<file path="config.mk">
export PLATFORM = sky130hd
export DESIGN_NAME = dac_comp_sweep_ctrl_flat
export DESIGN_NICKNAME = d
export VERILOG_FILES = /design/src/rtl/dac_comp_sweep_ctrl_if.sv /design/src/rtl/dac_comp_sweep_ctrl.sv /design/src/flat_wrapper.sv
export SDC_FILE = /design/constraint.sdc
export NUM_CORES = 1
export LEC_CHECK = 0
export ABC_AREA = 1
export CORE_MARGIN = 4
export CORE_UTILIZATION = 33
export DETAILED_ROUTE_END_ITERATION = 7
export GPL_ROUTABILITY_DRIVEN = 0
export PLACE_DENSITY = 0.52
export SYNTH_ARGS = -nofsm -noshare
export SYNTH_HDL_FRONTEND = slang
export SYNTH_SLANG_ARGS = --single-unit
</file>
<file path="constraint.sdc">
create_clock -name clk -period 2.5 [get_ports clk]
set_clock_uncertainty 0.1 [all_clocks]
set_input_delay 0.25 -clock clk [delete_from_list [all_inputs] [get_ports clk]]
set_output_delay 0.25 -clock clk [all_outputs]
set_load 0.03 [all_outputs]
</file>
<file path="src/rtl/dac_comp_sweep_ctrl_if.sv">
// Handshake and data bundle between the sweep controller, the DAC step counters and the comparators.
// master drives start/config/comparator outputs; slave is the controller.
interface dac_comp_sweep_ctrl_if;
  logic       start;
  logic       dir;
  logic [1:0] variant;
  logic [7:0] max_steps;
  logic [3:0] settle;
  logic [2:0] voutp;
  logic [2:0] voutm;

  logic       cnt0_clk;
  logic       cnt1_clk;
  logic       en0;
  logic       en1;
  logic       sel;
  logic       dac_rstn;
  logic       comp_clk;
  logic       busy;
  logic       done;
  logic       found;
  logic [7:0] trip_code;
  logic       err;

  modport master (
    output start, dir, variant, max_steps, settle, voutp, voutm,
    input  cnt0_clk, cnt1_clk, en0, en1, sel, dac_rstn, comp_clk, busy, done, found,
           trip_code, err
  );

  modport slave (
    input  start, dir, variant, max_steps, settle, voutp, voutm,
    output cnt0_clk, cnt1_clk, en0, en1, sel, dac_rstn, comp_clk, busy, done, found,
           trip_code, err
  );
endinterface

</file>
<file path="src/rtl/dac_comp_sweep_ctrl.sv">
// DAC code sweep controller: steps a DAC counter, strobes a comparator and reports the trip code.
// Optional INVALID_RETRY_EN: detect VOUTP==VOUTM as invalid, retry the strobe, flag ERR.
module dac_comp_sweep_ctrl (
  input  logic                        clk,
  input  logic                        rst,
  dac_comp_sweep_ctrl_if.slave        sif
);

  typedef enum logic [2:0] {
    StIdle,
    StClear,
    StSettle,
    StStrobe,
    StSample,
    StStep,
    StFinish
  } state_e;

  state_e     state_q, state_d;
  logic [1:0] variant_q, variant_d;
  logic [7:0] max_q, max_d;
  logic [3:0] settle_q, settle_d;
  logic [3:0] settle_cnt_q, settle_cnt_d;
  logic       clr_cnt_q, clr_cnt_d;
  logic [7:0] step_cnt_q, step_cnt_d;
  logic       ref_pol_q, ref_pol_d;
`ifdef INVALID_RETRY_EN
  logic [1:0] retry_q, retry_d;
`endif

  // Registered outputs
  logic       cnt0_clk_q, cnt0_clk_d;
  logic       cnt1_clk_q, cnt1_clk_d;
  logic       en0_q, en0_d;
  logic       en1_q, en1_d;
  logic       sel_q, sel_d;
  logic       dac_rstn_q, dac_rstn_d;
  logic       comp_clk_q, comp_clk_d;
  logic       busy_q, busy_d;
  logic       done_q, done_d;
  logic       found_q, found_d;
  logic [7:0] trip_q, trip_d;
  logic       err_q, err_d;

  logic [1:0] vidx;
  logic       sample;
  logic       valid;
  state_e     after_step;

  always_comb begin
    vidx = 2'd0;
    if (variant_q == 2'd1) vidx = 2'd1;
    else if (variant_q == 2'd2) vidx = 2'd2;
    sample = sif.voutp[vidx];
`ifdef INVALID_RETRY_EN
    valid = (sif.voutp[vidx] != sif.voutm[vidx]);
`else
    valid = 1'b1;
`endif
  end

  always_comb begin
    state_d      = state_q;
    variant_d    = variant_q;
    max_d        = max_q;
    settle_d     = settle_q;
    settle_cnt_d = settle_cnt_q;
    clr_cnt_d    = clr_cnt_q;
    step_cnt_d   = step_cnt_q;
    ref_pol_d    = ref_pol_q;
`ifdef INVALID_RETRY_EN
    retry_d      = retry_q;
`endif
    sel_d        = sel_q;
    found_d      = found_q;
    trip_d       = trip_q;
    err_d        = err_q;
    // Zero settle time skips the SETTLE state entirely
    after_step   = (settle_q == 4'd0) ? StStrobe : StSettle;

    case (state_q)
      StIdle: begin
        if (sif.start) begin
          sel_d      = sif.dir;
          variant_d  = sif.variant;
          max_d      = sif.max_steps;
          settle_d   = sif.settle;
          step_cnt_d = 8'd0;
          clr_cnt_d  = 1'b0;
          found_d    = 1'b0;
          err_d      = 1'b0;
          trip_d     = 8'd0;
`ifdef INVALID_RETRY_EN
          retry_d    = 2'd0;
`endif
          state_d    = StClear;
        end
      end
      StClear: begin
        if (clr_cnt_q) begin
          settle_cnt_d = 4'd0;
          state_d      = after_step;
        end else begin
          clr_cnt_d = 1'b1;
        end
      end
      StSettle: begin
        if (settle_cnt_q == settle_q - 4'd1) state_d = StStrobe;
        else settle_cnt_d = settle_cnt_q + 4'd1;
      end
      StStrobe: state_d = StSample;
      StSample: begin
        if (!valid) begin
`ifdef INVALID_RETRY_EN
          if (retry_q == 2'd3) begin
            err_d   = 1'b1;
            found_d = 1'b0;
            trip_d  = step_cnt_q;
            state_d = StFinish;
          end else begin
            retry_d = retry_q + 2'd1;
            state_d = StStrobe;
          end
`endif
        end else begin
`ifdef INVALID_RETRY_EN
          retry_d = 2'd0;
`endif
          if (step_cnt_q == 8'd0) ref_pol_d = sample;
          if ((step_cnt_q != 8'd0) && (sample != ref_pol_q)) begin
            found_d = 1'b1;
            trip_d  = step_cnt_q;
            state_d = StFinish;
          end else if (step_cnt_q == max_q) begin
            found_d = 1'b0;
            trip_d  = max_q;
            state_d = StFinish;
          end else begin
            state_d = StStep;
          end
        end
      end
      StStep: begin
        step_cnt_d   = step_cnt_q + 8'd1;
        settle_cnt_d = 4'd0;
        state_d      = after_step;
      end
      StFinish: begin
        sel_d   = 1'b0;
        state_d = StIdle;
      end
      default: state_d = StIdle;
    endcase

    // Outputs are decoded from the next state so they line up with the state register
    busy_d     = (state_d != StIdle);
    done_d     = (state_d == StFinish);
    comp_clk_d = (state_d == StStrobe);
    dac_rstn_d = (state_d != StClear);
    cnt0_clk_d = (state_d == StStep) && !sel_d;
    cnt1_clk_d = (state_d == StStep) && sel_d;
    en0_d      = busy_d && !sel_d;
    en1_d      = busy_d && sel_d;
  end

  always_ff @(posedge clk or posedge rst) begin
    if (rst) begin
      state_q      <= StIdle;
      variant_q    <= 2'd0;
      max_q        <= 8'd0;
      settle_q     <= 4'd0;
      settle_cnt_q <= 4'd0;
      clr_cnt_q    <= 1'b0;
      step_cnt_q   <= 8'd0;
      ref_pol_q    <= 1'b0;
`ifdef INVALID_RETRY_EN
      retry_q      <= 2'd0;
`endif
      cnt0_clk_q   <= 1'b0;
      cnt1_clk_q   <= 1'b0;
      en0_q        <= 1'b0;
      en1_q        <= 1'b0;
      sel_q        <= 1'b0;
      dac_rstn_q   <= 1'b1;
      comp_clk_q   <= 1'b0;
      busy_q       <= 1'b0;
      done_q       <= 1'b0;
      found_q      <= 1'b0;
      trip_q       <= 8'd0;
      err_q        <= 1'b0;
    end else begin
      state_q      <= state_d;
      variant_q    <= variant_d;
      max_q        <= max_d;
      settle_q     <= settle_d;
      settle_cnt_q <= settle_cnt_d;
      clr_cnt_q    <= clr_cnt_d;
      step_cnt_q   <= step_cnt_d;
      ref_pol_q    <= ref_pol_d;
`ifdef INVALID_RETRY_EN
      retry_q      <= retry_d;
`endif
      cnt0_clk_q   <= cnt0_clk_d;
      cnt1_clk_q   <= cnt1_clk_d;
      en0_q        <= en0_d;
      en1_q        <= en1_d;
      sel_q        <= sel_d;
      dac_rstn_q   <= dac_rstn_d;
      comp_clk_q   <= comp_clk_d;
      busy_q       <= busy_d;
      done_q       <= done_d;
      found_q      <= found_d;
      trip_q       <= trip_d;
      err_q        <= err_d;
    end
  end

  assign sif.cnt0_clk  = cnt0_clk_q;
  assign sif.cnt1_clk  = cnt1_clk_q;
  assign sif.en0       = en0_q;
  assign sif.en1       = en1_q;
  assign sif.sel       = sel_q;
  assign sif.dac_rstn  = dac_rstn_q;
  assign sif.comp_clk  = comp_clk_q;
  assign sif.busy      = busy_q;
  assign sif.done      = done_q;
  assign sif.found     = found_q;
  assign sif.trip_code = trip_q;
  assign sif.err       = err_q;

endmodule
</file>
<file path="src/flat_wrapper.sv">
// flat-port wrapper written by rule: the top's interface ports become plain ports
module dac_comp_sweep_ctrl_flat 
  (clk, rst, sif_start, sif_dir, sif_variant, sif_max_steps, sif_settle, sif_voutp, sif_voutm, sif_cnt0_clk, sif_cnt1_clk, sif_en0, sif_en1, sif_sel, sif_dac_rstn, sif_comp_clk, sif_busy, sif_done, sif_found, sif_trip_code, sif_err);
  dac_comp_sweep_ctrl_if sif_i ();
  input  logic clk;
  input  logic rst;
  input wire logic [$bits(sif_i.start)-1:0] sif_start;
  input wire logic [$bits(sif_i.dir)-1:0] sif_dir;
  input wire logic [$bits(sif_i.variant)-1:0] sif_variant;
  input wire logic [$bits(sif_i.max_steps)-1:0] sif_max_steps;
  input wire logic [$bits(sif_i.settle)-1:0] sif_settle;
  input wire logic [$bits(sif_i.voutp)-1:0] sif_voutp;
  input wire logic [$bits(sif_i.voutm)-1:0] sif_voutm;
  output wire logic [$bits(sif_i.cnt0_clk)-1:0] sif_cnt0_clk;
  output wire logic [$bits(sif_i.cnt1_clk)-1:0] sif_cnt1_clk;
  output wire logic [$bits(sif_i.en0)-1:0] sif_en0;
  output wire logic [$bits(sif_i.en1)-1:0] sif_en1;
  output wire logic [$bits(sif_i.sel)-1:0] sif_sel;
  output wire logic [$bits(sif_i.dac_rstn)-1:0] sif_dac_rstn;
  output wire logic [$bits(sif_i.comp_clk)-1:0] sif_comp_clk;
  output wire logic [$bits(sif_i.busy)-1:0] sif_busy;
  output wire logic [$bits(sif_i.done)-1:0] sif_done;
  output wire logic [$bits(sif_i.found)-1:0] sif_found;
  output wire logic [$bits(sif_i.trip_code)-1:0] sif_trip_code;
  output wire logic [$bits(sif_i.err)-1:0] sif_err;
  assign sif_i.start = sif_start;
  assign sif_i.dir = sif_dir;
  assign sif_i.variant = sif_variant;
  assign sif_i.max_steps = sif_max_steps;
  assign sif_i.settle = sif_settle;
  assign sif_i.voutp = sif_voutp;
  assign sif_i.voutm = sif_voutm;
  assign sif_cnt0_clk = sif_i.cnt0_clk;
  assign sif_cnt1_clk = sif_i.cnt1_clk;
  assign sif_en0 = sif_i.en0;
  assign sif_en1 = sif_i.en1;
  assign sif_sel = sif_i.sel;
  assign sif_dac_rstn = sif_i.dac_rstn;
  assign sif_comp_clk = sif_i.comp_clk;
  assign sif_busy = sif_i.busy;
  assign sif_done = sif_i.done;
  assign sif_found = sif_i.found;
  assign sif_trip_code = sif_i.trip_code;
  assign sif_err = sif_i.err;
  dac_comp_sweep_ctrl u_core (.clk(clk), .rst(rst), .sif(sif_i));
endmodule
</file>
==> Word-level counts from Yosys, hierarchy flattened <==
Cells that the tools add are included.
{ "op_classes": {"addsub": 3, "magnitude_cmp": 1, "eq_ne": 19, "n_mux": 26, "n_reduce_logical": 21} }
{ "op_table": {"columns": ["op", "count"], "rows": [
  ["case mux 8 bit (2 select lines)", 2],
  ["2-to-1 mux 8 bit", 3],
  ["case mux 3 bit (6 select lines)", 1],
  ["== test 3 bit (second input constant)", 5],
  ["2-to-1 mux 3 bit", 4],
  ["case mux 4 bit (3 select lines)", 1],
  ["== test 3 x 2 -> 1 bit (second input constant)", 3],
  ["adder 8 x 1 -> 8 bit (second input constant)", 1],
  ["== test 8 bit", 1],
  ["zero test 8 bit", 1],
  ["2-to-1 mux 4 bit", 2],
  ["AND reduction 2 bit", 4],
  ["nonzero test 8 bit", 1],
  ["2-to-1 mux 1 bit", 6],
  ["2-to-1 mux 2 bit", 3],
  ["inequality test 3 x 1 -> 1 bit (second input constant)", 2],
  ["case mux 1 bit (2 select lines)", 3],
  ["AND reduction 3 bit", 2],
  ["nonzero test 2 bit", 3],
  ["nonzero test 3 bit", 2],
  ["logical AND 1 bit", 5],
  ["adder 4 x 1 -> 4 bit (second input constant)", 1],
  ["== test 4 bit", 1],
  ["zero test 4 bit", 1],
  ["other kinds (11)", 12]
]} }
{ "totals": {"reg_bits": 49, "input_bits": 24, "output_inout_bits": 19, "wordCells": 89} }

==> Depth between registers and ports, before layout <==
Gate-level depths: netlist of run 1.
{ "logic_depth": {"word_depth": 11, "mapped_depth": 11, "mapped_depth_nobuf": 11} }

==> Worst setup path after synthesis of run 1 <==
Ideal clock, no wire load.
{ "synth_timing": {"path_type": "flip-flop to flip-flop", "start": "reg u_core.settle_q[0]", "end": "reg u_core.settle_cnt_q[0]", "setup_time_ns": 0.077, "arrival_ns": 1.403, "t_required_ns": 2.323, "setup_slack_ns": 0.920, "path_stages_with_launch": 10, "n_path_buf": 0, "synth_period_minus_slack_ns": 1.580, "cell_sequence": "dfrtp_1 inv_1 ha_1 xor2_1 nand3_1 nor2_2 nand2_1 nand2_2 inv_2 a21oi_1"} }
{ "synth_via": {"elab_chain_cells": 4} }
{ "synth_lines": {"columns": ["element", "line_no", "rtl"], "rows": [
  ["start, declared", "dac_comp_sweep_ctrl.sv:22", "logic [3:0] settle_q, settle_d;"],
  ["start signal, assigned", "dac_comp_sweep_ctrl.sv:195", "settle_q <= settle_d;"],
  ["subtractor 4 x 1 -> 4 bit", "dac_comp_sweep_ctrl.sv:108", "if (settle_cnt_q == settle_q - 4'd1) state_d = StStrobe;"],
  ["== test 4 bit", "dac_comp_sweep_ctrl.sv:108", null],
  ["inequality test 2 bit (no source line)", null, null],
  ["AND reduction 3 bit (no source line)", null, null],
  ["end signal, assigned", "dac_comp_sweep_ctrl.sv:196", "settle_cnt_q <= settle_cnt_d;"],
  ["end, declared", "dac_comp_sweep_ctrl.sv:23", "logic [3:0] settle_cnt_q, settle_cnt_d;"]
]} }
No other way between the ends.
A chain may end at the register's enable or synchronous reset.

==> Worst setup path in the final report of run 1 <==
{ "layout_timing": {"start": "reg u_core.step_cnt_q[0]", "end": "reg u_core.trip_q[6] (netlist: u_core.sif.trip_code[6])"} }
{ "layout_via": {"elab_chain_cells": 4, "elab_cells_between_ends": 7, "cone_classes": "eq/ne: 2; mux: 2; reduce/logical: 3"} }
{ "layout_lines": {"columns": ["element", "line_no", "rtl"], "rows": [
  ["start, declared", "dac_comp_sweep_ctrl.sv:25", "logic [7:0] step_cnt_q, step_cnt_d;"],
  ["start signal, assigned", "dac_comp_sweep_ctrl.sv:198", "step_cnt_q <= step_cnt_d;"],
  ["nonzero test 8 bit", "dac_comp_sweep_ctrl.sv:130", "if ((step_cnt_q != 8'd0) && (sample != ref_pol_q)) begin"],
  ["logical AND 1 bit", "dac_comp_sweep_ctrl.sv:130", null],
  ["inequality test 3 x 1 -> 1 bit (no source line) or 2-to-1 mux 8 bit (tied branches)", null, null],
  ["AND reduction 3 bit (no source line) or case mux 8 bit (2 select lines) (tied branches)", null, null],
  ["end signal, assigned", "dac_comp_sweep_ctrl.sv:213", "trip_q <= trip_d;"],
  ["end, declared", "dac_comp_sweep_ctrl.sv:42", "logic [7:0] trip_q, trip_d;"]
]} }
Several ways; a longest one is shown, not always the timed one.

==> results by group, run 1 <==
Synth
  • Post-synthesis instance area: 2561 um2
  • Syn nets: 337
  • Post-synth EDFFs: 0
  • Async SR Flop Fraction: 1.000
  • Synth Instances: 309
  • FF+latch count, synth: 49
  • Unique cell type count in the Yosys netlist: 33
  • Commonest register cell after synthesis: dfrtp_1
  • Syn avg cell area: 8.289 um2
  • Seq/Total Area, Yosys: 0.4792
  • Ys Warns: 0

Die
  • Num ports: 43
  • Row count: 31
  • Die X: 96.10 um
  • Starting Density: 0.3457
  • Core area: 7408 um2
  • Area of the die: 9234 um2
  • Chip Height: 96.10 um

Setup path
  • Worst path top cell family by delay: simple AND/OR/NAND/NOR gates
  • Max stage delay on crit path: 0.48 ns
  • Crit end category: register
  • Crit path buf inv count: 1
  • Worst path cell trace: inv_1 > ha_1 > nand4_1 > nand3_2 > nand2_2 > nand2_4 > nand2_2 > nand2_1 > nand2_1
  • Max FO, Critical Path: 13
  • Crit path DAT: 2.14 ns
  • Required @ worst endpoint: 2.65 ns
  • Startpoint type of the worst setup path: register
  • Critical-path top delay cell: dfrtp_1
  • Crit path kind: reg2reg

Layout
  • # diodes: 0
  • Layout cells sized above 1: 0.1278
  • Nets: 379
  • Fillers: 759
  • Design area: 3179 um2
  • Area Growth Syn to Fin: 24.13%

STA
  • Fin crit period: 1.992 ns
  • Highest Clock Rate: 502.1 MHz
  • Slew Limit Fails: 0
  • Final setup viols: 0
  • Hold Fails Final Rpt: 0
  • Tcrit/Tclk final: 0.7966
  • RSZ-0062 raised after global routing: false
  • Total negative slack: 0 ns
  • Hold WS: 0.1588 ns

Clock network
  • Clock transition at path regs: 0.09 ns
  • Post_cts resized: 0
  • H-tree Lvls: 2
  • CTS Hold Buffers Added: 0
  • Max clock buf depth: 2
  • Clk sink count: 49
  • Root Buffer: clkbuf_8
  • Inserted Clock Buffers: 5
  • CTS tree: built
  • Clock Latency Late Sink: 0.31 ns
  • Post-CTS Setup Inserts: 0

Route
  • Vias/cell: 4.430
  • Total Wirelength: 5328 um
  • Routed len/inst: 11.81 um
  • Pre-antenna DRT Iters: 4
  • Via count: 1998
  • Final ANT Viol Nets: 0
  • DRT iter0 DRCs: 64
  • Residual DRC: 0

GRT
  • Vias in the first global route: 1913
  • Antenna violations before repair: 0
  • Largest net degree at the start of global routing: 21
  • Gr ovfl total: 0
  • First-pass GRT wire length: 9080 um
  • Total GRT Usage: 0.1279

Power and ir drop
  • Clock power share: 0.193
  • Switch share: 0.4119
  • Sw power: 0.001423 W
  • VDD IR max: 0.0004002 V
  • Logic pwr share: 0.439
  • Power Density: 1087 nW/um2
  • Pint: 0.002032 W
  • LEAKAGE: 1.631 nW
  • Reg power frac: 0.368

Worst hold path
  • Hold Crit Class: in2async

Placement
  • Port bufs: 38
  • Dpl hpwl: 4031 um
  • Area after DPL: 3045 um2

Flow run
  • Max Cap Viol: 0

Status
  • Status: finished, final reports clean
[synth_stat cells (2+ instances only)]
cell     instances  area, um2
a21oi_1          5      25.02
buf_2            4      20.02
buf_6            2      22.52
dfrtp_1         48       1201
ha_1             4      50.05
inv_1           29      108.9
inv_2           10      37.54
nand2_1         90      337.8
nand2_2          8      50.05
nand3_1         31      155.2
nand3_2          2      20.02
nand4_1          2      12.51
nor2_1          20      75.07
nor2_2           2      12.51
nor2_4           3      33.78
o21ai_0         13      65.06
o22ai_1          4      25.02
o31ai_1          3      22.52
xnor2_1          3      26.28
xor2_1          13      113.9
[per-layer routing]
layer,track usage,vias up,part of all wire
met1,0.1791,892,0.51
met4,0.04621,0,0.016
met2,0.1915,41,0.43
met5,0,-,0
met3,0.03049,6,0.048
li1,-,1059,-
[per-stage QoR]
stage	power [W]	utilization	cells	worst slack, ns
after floorplan	0.002394	-	309	0.9199
after global placement	0.002805	0.4111	443	0.4266
after detailed placement	0.002826	0.4111	443	0.3955
after CTS	0.003506	0.4292	451	0.5043
after global routing	0.003763	0.4292	451	0.3274
final	0.003455	0.4292	451	0.5084
[cell families (layout without fill, tap and decap cells)]
logic type,count (synthesis),after routing,synth area share
xor gates and xnor gates,16,16,0.05472
and+or+nand+nor,165,165,0.3043
adders and majority gates,4,4,0.01954
DFF,49,49,0.4792
AOI/OAI and AO/OA,28,28,0.06399
buffers and inverters,46,89,0.07670
other,1,1,0.001464
[layout by cell type (no fill, tap or decap), types with 8 or more instances in the layout]
cell	netlist	layout
clkdlybuf4s50_1	0	38
dfrtp_1	48	48
inv_1	29	28
inv_2	10	11
nand2_1	90	90
nand2_2	8	8
nand3_1	31	31
nor2_1	20	20
o21ai_0	13	13
xor2_1	13	13
[state kept, by name, indices dropped and copies added (netlist names)]
register              cells
u_core.sif.cnt0_clk       1
u_core.settle_q           4
u_core.sif.busy           1
u_core.clr_cnt_q          1
u_core.max_q              8
u_core.sif.sel            1
u_core.sif.trip_code      8
u_core.state_q            3
u_core.sif.comp_clk       1
u_core.sif.cnt1_clk       1
u_core.sif.done           1
u_core.sif.en1            1
u_core.sif.en0            1
u_core.variant_q          2
u_core.step_cnt_q         8
u_core.ref_pol_q          1
u_core.sif.dac_rstn       1
u_core.sif.found          1
u_core.settle_cnt_q       4
[final timing paths]
check / start / endpoint / slack (ns) / depth (start not counted)
min in group clk: sif_max_steps[5] / u_core.max_q[5] / 0.37 / 3
max in group asynchronous: rst / u_core.settle_q[2] / 1.56 / 3
max: u_core.step_cnt_q[0] / u_core.sif.trip_code[6] / 0.51 / 9
max reg2reg: u_core.step_cnt_q[0] / u_core.sif.trip_code[6] / 0.51 / 9
min reg2reg: u_core.sif.trip_code[5] / u_core.sif.trip_code[5] / 0.41 / 2
min: rst / u_core.sif.found / 0.16 / 2
[power groups by stage]
stage | logic [W] | clock network, W | registers (W)
2_1_floorplan | 0.000996 | 0 | 0.00140
3_3_place_gp | 0.00152 | 0 | 0.00129
3_5_place_dp | 0.00154 | 0 | 0.00129
4_1_cts | 0.00154 | 0.000691 | 0.00127
5_1_grt | 0.00173 | 0.000728 | 0.00131
6_report | 0.00152 | 0.000668 | 0.00127
[layout make-up]
| cell class | instances | area (um2) | area share |
|---|---|---|---|
| multi-input cells | 214 | 1137 | 0.3577 |
| clock inverters | 3 | 65.06 | 0.02046 |
| repair buffers | 42 | 410.4 | 0.1291 |
| well taps | 99 | 123.9 | 0.03896 |
| flip-flops and latches | 49 | 1227 | 0.3861 |
| inverters | 39 | 146.4 | 0.04604 |
| clock buffers | 5 | 68.82 | 0.02165 |
Note: power is estimated with default switching activity, not from simulation.
==> inputs of run 2 (changes only) <==
==> constraint.sdc (replaced) <==
create_clock -name clk -period 2.05 [get_ports clk]
set_clock_uncertainty 0.1 [all_clocks]
set_input_delay 0.205 -clock clk [delete_from_list [all_inputs] [get_ports clk]]
set_output_delay 0.205 -clock clk [all_outputs]
set_load 0.03 [all_outputs]
==> run 2 against run 1 <==
- sequential share of layout area increased by 0.29 points
- register-to-register slack got worse by 0.29 ns
- global-route usage decreased by 0.13 points
- critical path depth increased by 1
==> results by group, run 2 (same netlist as run 1, synthesis figures left out) <==
Setup path
  • Crit end category: register
  • Startpoint type of the worst setup path: register
  • Crit path kind: reg2reg
  • Required @ worst endpoint: 2.15 ns
  • Crit path DAT: 1.93 ns
  • Crit path from: u_core.step_cnt_q[1]
  • RR Startpoint: u_core.step_cnt_q[1]
  • Max FO, Critical Path: 7

GRT
  • First-pass GRT wire length: 9039 um
  • Antenna violations before repair: 0
  • Largest net degree at the start of global routing: 50
  • Vias in the first global route: 1917
  • Total GRT Usage: 0.1266
  • Gr ovfl total: 0

STA
  • Highest Clock Rate: 545.2 MHz
  • Total negative slack: 0 ns
  • Fin crit period: 1.834 ns
  • RSZ-0062 raised after global routing: false
  • Hold Fails Final Rpt: 0
  • Final setup viols: 0
  • Slew Limit Fails: 0
  • Tcrit/Tclk final: 0.8948

Power and ir drop
  • Power Density: 1263 nW/um2
  • Power consumption: 0.003986 W
  • LEAKAGE: 1.621 nW
  • VDD IR max: 0.0004333 V

Route
  • Routed len/inst: 11.76 um
  • Residual DRC: 0
  • Pre-antenna DRT Iters: 4
  • Final ANT Viol Nets: 0
  • DRT iter0 DRCs: 45
  • Vias/cell: 4.430
  • Via count: 2007
  • Total Wirelength: 5329 um

Layout
  • Commonest non-fill, non-tap cell in the layout: nand2_1
  • # diodes: 0
  • Nets: 381
  • Fillers: 736
  • Most frequent cells in the layout: nand2_1, dfrtp_1, clkdlybuf4s50_1
  • Area of the multi-input gates: 1137 um2
  • Layout cells sized above 1: 0.1299
  • Register area: 1227 um2
  • Area Growth Syn to Fin: 23.20%

Status
  • Status: finished, final reports clean

Clock network
  • Clock Latency Late Sink: 0.30 ns
  • Clock transition at path regs: 0.09 ns
  • Clk sink count: 49
  • CTS tree: built
  • Post-CTS Setup Inserts: 0
  • Max clock buf depth: 2
  • Inserted Clock Buffers: 5
  • CTS Hold Buffers Added: 0
  • Post_cts resized: 0
  • Root Buffer: clkbuf_8
  • H-tree Lvls: 2

Worst hold path
  • Hold Crit Class: in2async

Die
  • Row count: 31
  • Num ports: 43
  • Starting Density: 0.3457
  • Die X: 96.10 um
  • Area of the die: 9234 um2
  • Core area: 7408 um2
  • Chip Height: 96.10 um

Flow run
  • Max Cap Viol: 0

Placement
  • Port bufs: 38
  • Dpl hpwl: 3967 um
-- run 2: changes by cell type in the layout (fill, tap and decap cells not counted) --
cell,previous run,this run
clkinv_2,1,2
clkbuf_1,0,1
buf_4,4,5
buf_12,0,1
bufinv_16,2,0
-- run 2: path summary, 6_finish.rpt --
check | slack, ns | endpoint | depth (start not counted)
max in group asynchronous | 1.42 | u_core.sif.dac_rstn | 3
worst min-delay path | 0.16 | u_core.settle_cnt_q[1] | 3
worst min register to register | 0.41 | u_core.sif.trip_code[6] | 2
worst max register to register | 0.22 | u_core.sif.trip_code[3] | 10
worst max-delay path | 0.22 | u_core.sif.trip_code[3] | 10
min in group clk | 0.33 | u_core.max_q[5] | 3
-- run 2: area by class of cell --
cell class	count	area share
Sequential cell	49	0.3890
Multi-Input combinational cell	214	0.3604
Timing Repair Buffer	44	0.1388
Inverter	39	0.04639
Tap cell	99	0.03925
Clock buffer	6	0.02300
Clock inverter	2	0.003172
-- run 2: worst max-delay path, stage by stage (launching register included) --
cell     delay (ns)
dfrtp_1        0.46
inv_1          0.09
ha_1           0.20
nand4_1        0.15
nand3_2        0.16
buf_4          0.19
buf_4          0.15
nand3_1        0.06
nand2_1        0.06
nand2_1        0.06
nand2_1        0.04
-- run 2: power by group --
part           internal, W  leakage, nW  total (W)  switching (W)
clock             0.000237       0.0450   0.000558       0.000321
sequential         0.00128        0.636    0.00155       0.000265
combinational     0.000734        0.941    0.00188        0.00115
-- run 2: per-layer routing --
layer,vias up,global-route usage,part of all wire,wire length (um)
li1,1062,-,-,-
met1,901,0.1795,0.52,2754
met2,36,0.1915,0.43,2286
met3,8,0.02815,0.041,218
met4,0,0.03910,0.013,70
met5,-,0,0,0
-- run 2: through the flow --
step	instance area [um2]	setup WS, ns	util	std cells	hold WS (ns)
6_report	3156	0.2157	0.4259	453	0.1587
4_1_cts	3156	0.2005	0.4259	453	0.1646
3_3_place_gp	3073	0.1390	0.4148	445	0.3916
5_1_grt	3156	0.03339	0.4259	453	0.1832
3_5_place_dp	3073	0.1223	0.4148	445	0.3972
2_1_floorplan	2561	0.4699	-	309	0.2146
